==> src/rtl/fifo_pkg.sv <==
// Shared async-FIFO pointer helpers and default sizes, used by both read and write sides.
package fifo_pkg;

    localparam int unsigned DEF_ADDRSIZE      = 32;
    localparam int unsigned DEF_AEMPTY_THRESH = 4;
    localparam int unsigned PTR_MAX_W         = 64;

    typedef logic [PTR_MAX_W-1:0] ptr_max_t;

    function automatic ptr_max_t bin2gray(input ptr_max_t b);
        return b ^ (b >> 1);
    endfunction

    // Prefix XOR fold; zero-extended upper bits leave narrow pointers intact.
    function automatic ptr_max_t gray2bin(input ptr_max_t g);
        ptr_max_t b;
        b = g;
        for (int s = 1; s < int'(PTR_MAX_W); s = s * 2) begin
            b = b ^ (b >> s);
        end
        return b;
    endfunction

endpackage

==> src/rtl/sync_w2r.sv <==
// Two-flop synchronizer bringing the Gray write pointer into the read clock domain.
module sync_w2r #(
    parameter int unsigned ADDRSIZE = 32
) (
    input  logic                rclk,
    input  logic                rrst_n,
    input  logic [ADDRSIZE:0]   wptr,
    output logic [ADDRSIZE:0]   rq2_wptr
);

    logic [ADDRSIZE:0] rq1_wptr;

    always_ff @(posedge rclk or negedge rrst_n) begin
        if (!rrst_n) begin
            rq1_wptr <= '0;
            rq2_wptr <= '0;
        end else begin
            rq1_wptr <= wptr;
            rq2_wptr <= rq1_wptr;
        end
    end

endmodule

==> src/rtl/rptr_empty.sv <==
// Async FIFO read-pointer and empty-flag logic.
// Define RPTR_LEVEL_EN to build the occupancy (rlevel) and almost-empty (raempty) logic.
module rptr_empty
    import fifo_pkg::*;
#(
    parameter int unsigned ADDRSIZE      = DEF_ADDRSIZE,
    parameter int unsigned AEMPTY_THRESH = DEF_AEMPTY_THRESH
) (
    input  logic                rclk,
    input  logic                rrst_n,
    input  logic                rinc,
    input  logic [ADDRSIZE:0]   wptr,
    output logic                rempty,
    output logic [ADDRSIZE-1:0] raddr,
    output logic [ADDRSIZE:0]   rptr,
    output logic [ADDRSIZE:0]   rlevel,
    output logic                raempty,
    output logic                runderflow
);

    localparam int unsigned PW = ADDRSIZE + 1;

    logic [ADDRSIZE:0] rq2_wptr;
    logic [ADDRSIZE:0] rbin;
    logic [ADDRSIZE:0] rbinnext;
    logic [ADDRSIZE:0] rgraynext;
    logic              rd_en;

    sync_w2r #(.ADDRSIZE(ADDRSIZE)) u_sync_w2r (
        .rclk     (rclk),
        .rrst_n   (rrst_n),
        .wptr     (wptr),
        .rq2_wptr (rq2_wptr)
    );

    // A read while empty is an underflow and must not move the pointer.
    assign rd_en     = rinc & ~rempty;
    assign rbinnext  = rbin + PW'(rd_en);
    assign rgraynext = PW'(bin2gray(ptr_max_t'(rbinnext)));
    assign raddr     = rbin[ADDRSIZE-1:0];

    always_ff @(posedge rclk or negedge rrst_n) begin
        if (!rrst_n) begin
            rbin       <= '0;
            rptr       <= '0;
            rempty     <= 1'b1;
            runderflow <= 1'b0;
        end else begin
            rbin       <= rbinnext;
            rptr       <= rgraynext;
            rempty     <= (rgraynext == rq2_wptr);
            runderflow <= runderflow | (rinc & rempty);
        end
    end

`ifdef RPTR_LEVEL_EN
    logic [ADDRSIZE:0] wq2_bin;
    logic [ADDRSIZE:0] level_next;

    assign wq2_bin    = PW'(gray2bin(ptr_max_t'(rq2_wptr)));
    assign level_next = wq2_bin - rbinnext;

    always_ff @(posedge rclk or negedge rrst_n) begin
        if (!rrst_n) begin
            rlevel  <= '0;
            raempty <= 1'b1;
        end else begin
            rlevel  <= level_next;
            raempty <= (level_next <= PW'(AEMPTY_THRESH));
        end
    end
`else
    assign rlevel  = '0;
    assign raempty = rempty;
`endif

endmodule

==> config.mk <==
export PLATFORM = sky130hd
export DESIGN_NAME = rptr_empty
export DESIGN_NICKNAME = d
export VERILOG_FILES = /design/src/rtl/fifo_pkg.sv /design/src/rtl/sync_w2r.sv /design/src/rtl/rptr_empty.sv
export SDC_FILE = /design/constraint.sdc
export NUM_CORES = 1
export LEC_CHECK = 0
export ABC_AREA = 1
export CAP_MARGIN = 20
export CORE_UTILIZATION = 29
export DETAILED_ROUTE_END_ITERATION = 10
export GPL_ROUTABILITY_DRIVEN = 1
export GPL_TIMING_DRIVEN = 0
export HOLD_SLACK_MARGIN = 0.03
export SLEW_MARGIN = 20
export SYNTH_ARGS = -nofsm -noshare
export SYNTH_HDL_FRONTEND = slang
export SYNTH_SLANG_ARGS = --single-unit
==> constraint.sdc <==
create_clock -name rclk -period 3.9 [get_ports rclk]
set_clock_uncertainty 0.05 [all_clocks]
set_input_delay 0.78 -clock rclk [delete_from_list [all_inputs] [get_ports rclk]]
set_output_delay 0.78 -clock rclk [all_outputs]
set_load 0.02 [all_outputs]
After elaboration in Yosys (flattened, before gate mapping)
Index checks and enable logic that the tools add are counted.
{"block": "totals", "output_inout_bits": 101, "input_bits": 36, "register_bits": 134}
{"block": "classes", "addsub": 1, "n_bitwise": 5, "eq_ne": 1}
{"cell": "33-bit by 1-bit adder with 33-bit output", "n": 1}
{"cell": "33-bit == test", "n": 1}
{"cell": "33-bit by 32-bit bitwise XOR with 33-bit output", "n": 1}
{"cell": "1-bit bitwise AND", "n": 2}
{"cell": "1-bit inverter", "n": 1}
{"cell": "1-bit bitwise OR", "n": 1}

Logic depth before layout (Yosys ltp)
{"block": "logic_depth", "word_depth": 5, "mapped_depth": 20}

Hierarchy
A second synthesis with hierarchy kept.
{"block": "unflattened", "cells_unflattened": 780, "area_unflattened_um2": 6286.0}
{"mod": "rptr_empty", "instances": 1, "area_per_inst_um2": 4634.4, "seq_area_each_um2": 1677.9, "cells_per_inst": 714}
{"mod": "sync_w2r", "instances": 1, "area_per_inst_um2": 1651.6, "seq_area_each_um2": 1651.6, "cells_per_inst": 66}

Worst setup path before layout
OpenSTA, ideal clock, no wires.
{"block": "synth_timing", "path_kind": "input to register", "startpoint": "input rinc", "endpoint": "register rempty (netlist: raempty)", "path_stages": 18, "t_required_ps": 3783, "setup_ps": 67, "path_buffers": 0, "arrival_time_ps": 2527, "setup_slack_ps": 1256, "path_cell_list": "inv_1 nor2_1 ha_1 ha_1 nand2_1 nor2_4 nand2_2 nor2_4 nand2_1 nand2_1 nand2_2 nand2_1 nand3b_1 nand2_1 nand2_1 nor2_1 nand3_1 nor2_1"}
{"block": "synth_via", "elab_chain_cells": 4}
{"item": "start: declaration", "line_no": "rptr_empty.sv:11", "text": "input logic rinc,"}
{"item": "1-bit bitwise AND", "line_no": "rptr_empty.sv:37", "text": "assign rd_en = rinc & ~rempty;"}
{"item": "33-bit by 1-bit adder with 33-bit output", "line_no": "rptr_empty.sv:38", "text": "assign rbinnext = rbin + PW'(rd_en);"}
{"item": "net rbinnext[20]", "line_no": "rptr_empty.sv:25", "text": "logic [ADDRSIZE:0] rbinnext;"}
{"item": "33-bit by 32-bit bitwise XOR with 33-bit output", "line_no": "fifo_pkg.sv:11", "text": "return b ^ (b >> 1);"}
{"item": "33-bit == test", "line_no": "rptr_empty.sv:51", "text": "rempty <= (rgraynext == rq2_wptr);"}
{"item": "end signal: assignment", "line_no": "rptr_empty.sv:51"}
{"item": "end: declaration", "line_no": "rptr_empty.sv:13", "text": "output logic rempty,"}
The timed path passes the listed nets, and every way through them passes these cells.

Worst setup path after layout
Same ends and word-level chain as after synthesis.

==> metrics.cfg <==
[detailed_routing]
wl_per_cell_um = 12.8
drtPass1Iterations = 5
drc_errors = 0
vias_per_cell = 4.20
ant_nets = 0
drt_wl_total_um = 15500
drt-initial-drc-count = 271
vias = 5095

[power_and_ir_drop]
pwr-share-clk_pct = 40.7
p_sw_mw = 1.18
p_seq_share_pct = 39.1
ir_drop_uv = 248
sw_frac_of_total_pct = 29.4
power_frac_comb_pct = 20.2
p_leak_nw = 4.07
powerDensity_nw_per_um2 = 481
internal_power_mw = 2.83

[cts]
root_buffer = clkbuf_16
ctsHtreeMaxLevel = 4
insertion_delay_ps = 420
tritoncts = built
cts-resized-gates = 0
cts_setup_buffers = 0
cts_max_path_buffers = 2
path_clk_slew_ps = 60
cts.sinks = 133
cts_made_buffers = 17
ctsHoldBuffers = 0

[worst_setup_path]
criticalPathCategory = in2reg
crit_end = raempty$_DFF_PN1_
cp_max_fo = 7
crit_cells = 19
cp.buffers_inverters = 4
crit_start = rinc
crit_top_cell = nand2_1
path_cells = clkdlybuf4s50_1 -> inv_1 -> nor2_1 -> ha_1 -> ha_1 -> nand2_1 -> nor2_4 -> nand3_2 -> inv_1 -> nand3_1 -> nand2_1 -> inv_1 -> nand2_1 -> nand3b_1 -> nand2_1 -> nand2_1 -> nor2_1 -> nand3_1 -> nor2_1
r2r_start = raempty$_DFF_PN1_
cp_data_required_time_ps = 4170
reg2regPathDepth = 17
critical_path.max_stage_delay_ps = 480
crit_slowest_cell = clkdlybuf4s50_1
r2r_end = raempty$_DFF_PN1_
cp-start-kind = input port
rrSetupSlack_ps = 900
critPathTopFamily = simple AND/OR/NAND/NOR gates
arrival_ps = 3740
worstSetupEndpointType = flip-flop

[placement]
place_congestion = 0.822
post-place-ws_ps = 13.7
dp.cells = 1182
io_buffers = 103
dp_hpwl_um = 11800
place_area_um2 = 7750

[worst_hold_path]
worst_hold_path_type = in2async

[logic_synthesis]
synth.ff_latch_count = 133
netlist_instances = 771
synth_area_um2 = 6220
synthTopCellsByCount = 328 x nand2_1, 132 x dfrtp_1, 74 x inv_1
synth_ff_type = dfrtp_1
synth_area_per_cell_um2 = 8.07
synth_area_leader_cell = dfrtp_1
synth_edf_count = 0
async_flop_share_pct = 100
synth-seq-area-share_pct = 53.5
ys_types = 25
synth_area_leaders = dfrtp_1 53%, nand2_1 20%, nand3_1 4.8%, inv_1 4.5%, buf_4 4.1%
synth_top_area_share_pct = 53.1
synth_warnings = 0
yosysMostFrequentCell = nand2_1

[timing]
min_period_ps = 3470
grt_setup_unrepaired = no
post-route-period-util_pct = 89.0
final_hold_viol_count = 0
fmax_mhz = 288
drv_slew = 0
whs_ps = 236
setup_viol = 0
relSlewSlack_pct = 65.4
setup_slack_ps = 427
worstMarginPinSlew_ps = 519

[finish]
nFillCells = 2112
final_util_pct = 39.7
layout-drive-gt1-share_pct = 11.5
antennaDiodeCount = 0
stdcell_count = 1214
fin_nets = 965
fin_area_um2 = 8350
area_delta_synth_final_pct = 34.2

[grt]
grt_overflow = 0
grt_max_degree = 70
grt_pass1_wl_um = 24600
grt_usage_pct = 14.8
antenna_found_initial = 0
grt_pass1_vias = 4807

[floorplanning]
core-area_um2 = 21000
rows = 53
initial_core_util_pct = 29.6
chipWidth_um = 148
die_h_um = 148
num_io_pins = 137
dieArea_um2 = 22000

[outcome]
status = finished, final reports clean

[job]
maxCapViolCount = 0

[registers in the layout, summed over array words and instances, names as in the netlist]
name                 count
raempty                  1
rbin                    33
rptr                    32
runderflow               1
u_sync_w2r.rq1_wptr     33
u_sync_w2r.rq2_wptr     33
[area by class of cell]
class,count,area (um^2),area share (%)
inverters,80,300,3.60
well taps,275,344,4.12
flip-flops and latches,133,3330,39.9
plain buffers,34,255,3.06
repair buffers,104,1060,12.7
multi-input cells,556,2460,29.4
clock inverters,13,158,1.89
clock buffers,19,443,5.30
[worst min-delay path by stage]
stage	to
after floorplan	u_sync_w2r.rq2_wptr[0]$_DFF_PN0_
after global placement	u_sync_w2r.rq2_wptr[29]$_DFF_PN0_
after detailed placement	u_sync_w2r.rq2_wptr[13]$_DFF_PN0_
after CTS	rptr[27]$_DFF_PN0_
after global routing	u_sync_w2r.rq1_wptr[25]$_DFF_PN0_
final	rptr[27]$_DFF_PN0_
[layout by cell type (no fill, tap or decap)]
cell,instances
inv_1,74
nand3_2,1
clkinv_2,4
dfstp_2,1
nand3_1,60
clkbuf_1,1
nand3b_1,15
a21oi_1,1
bufinv_16,3
clkdlybuf4s50_1,102
dfrtp_1,132
nor2_4,8
o21ai_0,9
nand3_4,1
nor3_1,1
clkinvlp_4,4
xnor2_1,3
conb_1,33
buf_8,1
nor2_2,2
buf_4,34
buf_16,1
nand2_2,20
nor2_8,1
xor2_1,2
a21o_1,1
clkinv_4,2
nand2_1,328
clkbuf_8,1
nand4_1,4
clkbuf_16,17
inv_2,6
nor2_1,62
ha_1,3
nand2_4,1
[cell families after synthesis]
group,after synthesis,share of synthesized area (%)
AND/OR/NAND/NOR,504,35.3
flip-flops,133,53.5
buffers and inverters,114,8.93
AO/OA/AOI/OAI,11,0.925
XOR/XNOR,5,0.704
adder cells (fa/ha/maj),3,0.603
other,1,0.0603
[stage by stage]
stage	power, mW	setup TNS, ps
after detailed placement	2.41	0
final	4.02	0
after floorplan	2.09	0
after global routing	4.22	0
after CTS	4.07	0
after global placement	2.39	-447430
[power by group through the flow]
stage	clock network, mW	logic [mW]	registers, mW
2_1_floorplan	0	0.414	1.68
3_3_place_gp	0	0.797	1.60
3_5_place_dp	0	0.815	1.60
4_1_cts	1.68	0.818	1.57
5_1_grt	1.73	0.903	1.59
6_report	1.63	0.811	1.57
[layer usage]
layer / part of all wire, % / GRT usage, % / vias to the layer above
met1: 45 / 19.0 / 2350
met3: 5.1 / 3.65 / 19
met5: 0 / 0 / -
met4: 2.0 / 6.49 / 0
met2: 48 / 23.7 / 109
li1: - / - / 2617
Note: power is estimated with default switching activity, not from simulation.
